<file path="src/rtl/decode_sequencer.sv">
// decode_sequencer: splits fetch beats into PC-tagged instructions for
// the decoder, lower half first; halts on the first all-zero word.
module decode_sequencer #(
  parameter int BUS_DATA_WIDTH = 64,
  parameter int ADDR_WIDTH     = 64,
  parameter int COUNT_WIDTH    = 32
) (
  input  logic                        clk,
  input  logic                        reset,
  input  logic                        start,
  input  logic [ADDR_WIDTH-1:0]       entry_pc,
  input  logic                        fetch_valid,
  input  logic [BUS_DATA_WIDTH-1:0]   fetch_data,
  output logic                        fetch_ready,
  output logic                        dec_valid,
  input  logic                        dec_ready,
  output logic [BUS_DATA_WIDTH/2-1:0] dec_instruction,
  output logic [ADDR_WIDTH-1:0]       dec_pc,
  output logic                        halted,
  output logic [ADDR_WIDTH-1:0]       halt_pc,
  output logic [COUNT_WIDTH-1:0]      inst_count
);

  localparam int IW = BUS_DATA_WIDTH / 2;

  typedef enum logic [2:0] {
    IDLE,
    WAIT_BEAT,
    ISSUE_LO,
    ISSUE_HI,
    HALT
  } state_t;

  state_t                    state_q, state_d;
  logic [BUS_DATA_WIDTH-1:0] beat_q, beat_d;
  logic [ADDR_WIDTH-1:0]     pc_q, pc_d;
  logic [ADDR_WIDTH-1:0]     halt_pc_q, halt_pc_d;
  logic [COUNT_WIDTH-1:0]    count_q, count_d;
  logic [IW-1:0]             half;
  logic                      issuing;
  logic                      zero_word;
  logic                      xfer;
  logic                      unused_pc_lsbs;

  assign unused_pc_lsbs = ^entry_pc[1:0];

  always_comb begin
    state_d     = state_q;
    beat_d      = beat_q;
    pc_d        = pc_q;
    halt_pc_d   = halt_pc_q;
    count_d     = count_q;
    fetch_ready = 1'b0;
    issuing     = 1'b0;
    half        = '0;

    unique case (state_q)
      IDLE, HALT: begin
        if (start) begin
          pc_d    = {entry_pc[ADDR_WIDTH-1:2], 2'b00};
          count_d = '0;
          state_d = WAIT_BEAT;
        end
      end
      WAIT_BEAT: begin
        fetch_ready = 1'b1;
        if (fetch_valid) begin
          beat_d  = fetch_data;
          state_d = pc_q[2] ? ISSUE_HI : ISSUE_LO;
        end
      end
      ISSUE_LO: begin
        issuing = 1'b1;
        half    = beat_q[IW-1:0];
      end
      ISSUE_HI: begin
        issuing = 1'b1;
        half    = beat_q[BUS_DATA_WIDTH-1:IW];
      end
      default: state_d = IDLE;
    endcase

    zero_word       = issuing && (half == '0);
    dec_valid       = issuing && !zero_word;
    xfer            = dec_valid && dec_ready;
    dec_instruction = issuing ? half : '0;
    dec_pc          = issuing ? pc_q : '0;

    // The terminating zero word is reported, never presented or counted.
    if (zero_word) begin
      state_d   = HALT;
      halt_pc_d = pc_q;
    end else if (xfer) begin
      pc_d    = pc_q + ADDR_WIDTH'(4);
      count_d = count_q + COUNT_WIDTH'(1);
      state_d = (state_q == ISSUE_LO) ? ISSUE_HI : WAIT_BEAT;
    end
  end

  always_ff @(posedge clk) begin
    if (reset) begin
      state_q   <= IDLE;
      beat_q    <= '0;
      pc_q      <= '0;
      halt_pc_q <= '0;
      count_q   <= '0;
    end else begin
      state_q   <= state_d;
      beat_q    <= beat_d;
      pc_q      <= pc_d;
      halt_pc_q <= halt_pc_d;
      count_q   <= count_d;
    end
  end

  assign halted     = (state_q == HALT);
  assign halt_pc    = halt_pc_q;
  assign inst_count = count_q;

endmodule

</file>
<file path="config.mk">
export PLATFORM = sky130hd
export DESIGN_NAME = decode_sequencer
export DESIGN_NICKNAME = d
export VERILOG_FILES = /design/src/rtl/decode_sequencer.sv
export SDC_FILE = /design/constraint.sdc
export NUM_CORES = 1
export LEC_CHECK = 0
export ABC_AREA = 1
export CORE_ASPECT_RATIO = 0.6
export CORE_MARGIN = 8
export CORE_UTILIZATION = 45
export DETAILED_ROUTE_END_ITERATION = 7
export GPL_TIMING_DRIVEN = 0
export HOLD_SLACK_MARGIN = 0.1
export PLACE_DENSITY_LB_ADDON = 0.05
export SETUP_SLACK_MARGIN = 0.3
export SYNTH_ARGS = -nofsm -noshare
export SYNTH_HDL_FRONTEND = slang
export SYNTH_SLANG_ARGS = --single-unit
</file>
<file path="constraint.sdc">
create_clock -name clk -period 2.7 [get_ports clk]
set_clock_uncertainty 0.1 [all_clocks]
set_input_delay 0.405 -clock clk [delete_from_list [all_inputs] [get_ports clk]]
set_output_delay 0.405 -clock clk [all_outputs]
set_load 0.02 [all_outputs]
</file>
==> results by group <==
STA
  • Least-Margin Pin Slew: 0.9625 ns
  • Final slew viol count: 0
  • RSZ-0062 raised after global routing: yes
  • Fin worst setup slack: -0.07949 ns
  • Fmax: 0.3598 GHz
  • Period Utilization, post-route: 1.029
  • Final Hold Viols: 0
  • Hold slack final: 0.3041 ns
  • Period minus WS final: 2.779 ns
  • Final setup fails: 62
  • Slew margin rel.: 0.3583

Power
  • Final Power: around 21 mW
  • Power per cell area: 1121 nW/um^2
  • Max VDD drop: 0.7342 mV
  • Leak: 7.883 nW

Floorplanning
  • Die Y: 143.5 um
  • Die Area: 32780 um^2
  • Placeable Area: 26530 um^2
  • Row cnt: 46
  • Initial Util: 0.4594
  • Die Width: approximately 230 um
  • # IOs: 328

Hold path
  • WHS Path Cells: 3
  • Worst hold start: reset
  • WHS Endpoint: pc_q[3]
  • Worst hold path type: in -> reg

Clocking
  • Root buf cell: clkbuf_16
  • Max Root-Sink Buffers: 3
  • Post-CTS Hold Buffers: 0
  • Clock Latency Late Sink: 0.55 ns
  • CTS buffer count: 24
  • Clk sinks: around 230
  • CTS tree: built
  • H-tree depth: 1
  • Clock slew at reported path FFs: 0.07 ns

Routing
  • Vias/cell: 5.497
  • First-pass iteration count of the detailed router: 6
  • WL per Instance: 20.53 um
  • Drt total wl: 55100 um
  • Vias: between 10000 and 15000
  • Final ANT Viol Nets: 0
  • DRC: 0
  • First DRT Iteration DRCs: between 1500 and 2000

Global route
  • Total grt overflow: 0
  • Antenna violations before repair: 5
  • All-Layer GR Usage: 0.3035
  • Vias in the first global route: 13196
  • Largest net degree at the start of global routing: 15
  • Global-route wire length before repair: slightly below 80000 um

Worst setup path
  • Slowest stage cell, crit path: dfxtp_4
  • Worst flop-to-flop path startpoint: state_q[0]
  • Worst reg2reg setup slack: -0.07 ns
  • RR Endpoint: pc_q[46]
  • CP bufs+invs: 3
  • Worst path max stage delay: between 0.3 and 0.4 ns
  • CP Class: reg -> out
  • CP Data Required Time: 2.19 ns
  • Top delay family on crit path: simple AND/OR/NAND/NOR gates
  • CP max FO: 7
  • CP startpoint kind: flip-flop
  • CP cell instances: inv_4 -> nand3_4 -> buf_8 -> nor2_1 -> nor2_1 -> nand2_1 -> nor2_2 -> nand2_1 -> nor2_2 -> nand2_4 -> buf_6
  • Cells on worst reg2reg path: 19
  • Crit. End Element: output pin
  • Arr. time, crit path: 2.27 ns

Placement
  • Placed wire-length estimate: around 41000 um
  • Input/output buffers: about 320
  • Gpl congestion: 1.024
  • Setup WS pre-CTS: -0.3492 ns

Finish
  • Share of layout cells above drive strength 1: 0.2168
  • Fillcell total: 2300
  • Nets: ~2400
  • Finished Core Util: 0.7083
  • Area Overhead vs Synth: 54.18%

Synthesis
  • Unique masters post-synth: 29
  • Mapped cell area: 12190 um^2
  • Post-synth EDFFs: 0
  • Sequential area share after synthesis: 0.3728
  • Mapped Nets: 2034
  • Gate Count Post-Synth: 1899
  • Yosys reg bits: 227
  • Warnings from Yosys: 0
  • Asr flop ratio synth: 0
  • Ys flop type: dfxtp_1
  • Syn_area_per_cell: between 6 and 7 um^2

Run
  • Max Cap Viol: 0

Run status
  • Failing checks: setup timing
  • Status: finished, violations left
-- through the flow --
stage	instance area, um^2	TNS (ns)	cells
final	18790	-1.605	2684
after global routing	18790	-13.16	2683
after CTS	17440	0	2648
after detailed placement	15880	-31.48	2583
after global placement	15880	-26.05	2583
after floorplan	12190	0	1899
-- cells in the mapped netlist (25+ instances only) --
library cell	instances	area (um^2)
xor2_1	58	508.0
o21a_1	25	187.7
dfxtp_1	227	4544
a21oi_1	200	1001
o21ai_0	109	545.5
nor3_1	41	205.2
clkbuf_1	58	217.7
nand3_1	131	655.6
inv_1	218	818.3
nand2_1	356	1336
nor2_1	352	1321
nand4_1	32	200.2
-- worst max path at each step --
| stage | from | to | slack, ns | cells after the start |
|---|---|---|---|---|
| finish | state_q[0] | dec_valid | -0.08 | 11 |
| floorplan | state_q[1] | beat_q[10] | 0.32 | 9 |
| detailed placement | start | pc_q[41] | -0.35 | 9 |
| global route | state_q[1] | pc_q[50] | -0.17 | 19 |
| global placement | start | pc_q[41] | -0.31 | 9 |
| CTS | state_q[1] | dec_valid | 0.002 | 12 |
-- power by group --
| group | total [mW] | switching [mW] | leakage [nW] | internal [mW] |
|---|---|---|---|---|
| clock network | 3.71 | 1.52 | 0.425 | 2.19 |
| logic | 12.7 | 7.24 | 5.61 | 5.45 |
| registers | 4.66 | 0.575 | 1.85 | 4.09 |
| total | 21.1 | 9.33 | 7.88 | 11.7 |
-- sequential cells by signal, indices dropped and copies added, names as in the netlist --
register / count
beat_q: 64
halt_pc: 64
pc_q: 64
inst_count: 32
state_q: 3
-- worst reg2reg max path, cell delays in order, from the launching register on --
cell     delay (ns)
dfxtp_4        0.39
inv_4          0.06
nand3_4        0.18
buf_8          0.16
nor2_1         0.06
nor2_1         0.16
nand2_1        0.09
nor2_2         0.15
nand2_1        0.08
nor2_2         0.17
nand2_4        0.09
buf_6          0.14
buf_6          0.12
nand2_8        0.10
buf_12         0.19
buf_6          0.13
buf_16         0.12
nand2_2        0.05
nand2_1        0.06
a21oi_1        0.06
-- layer usage --
metal / global-route usage / up-vias / share of wire
li1: - / 6889 / -
met1: 0.4452 / 7035 / 0.45
met2: 0.4294 / 743 / 0.42
met3: 0.08742 / 82 / 0.11
met4: 0.06830 / 4 / 0.018
met5: 0 / - / 0.00049
-- final cells by class --
cell class,count,area [um^2],share of cell area
antenna,4,10.01,0.0005326
clock inverter,10,132.6,0.007057
tap,360,450.4,0.02397
timing repair inverter,1,11.26,0.0005992
sequential,227,4554,0.2423
clock buffer,34,739.5,0.03935
multi-input combinational,1349,7283,0.3876
buffer,99,868.3,0.04621
inverter,224,863.3,0.04594
timing repair buffer,376,3880,0.2065
-- timing repair --
item                       CTS  global route
setup endpoints to repair  325           324
hold endpoints to repair     0             0
cloned                       7            12
setup buffers               14            20
pin swaps                   13            47
resized for setup          458           387
-- logic make-up after synthesis --
group | Yosys count | synth area share
and+or+nand+nor | 941 | 0.3223
AOI/OAI and AO/OA | 336 | 0.1435
buffers and inverters | 323 | 0.1090
DFF | 227 | 0.3728
xor gates and xnor gates | 70 | 0.05030
adders and majority gates | 2 | 0.002053
-- cell usage in the layout, fill, tap and decap left out, types with 23 or more instances in the layout --
master	synthesis	final
nand3_1	131	114
nand4_1	32	32
buf_6	7	23
a21oi_2	0	32
nor2_2	4	74
dfxtp_1	227	223
buf_4	11	60
nor2_1	352	266
clkdlybuf4s50_1	0	225
clkbuf_16	0	38
nor3_1	41	34
o21a_1	25	25
a21oi_1	200	168
nand2_1	356	267
xor2_1	58	58
nand2_2	0	69
o21ai_0	109	90
inv_1	218	218
clkbuf_1	58	44
(Power assumes the default switching activity.)
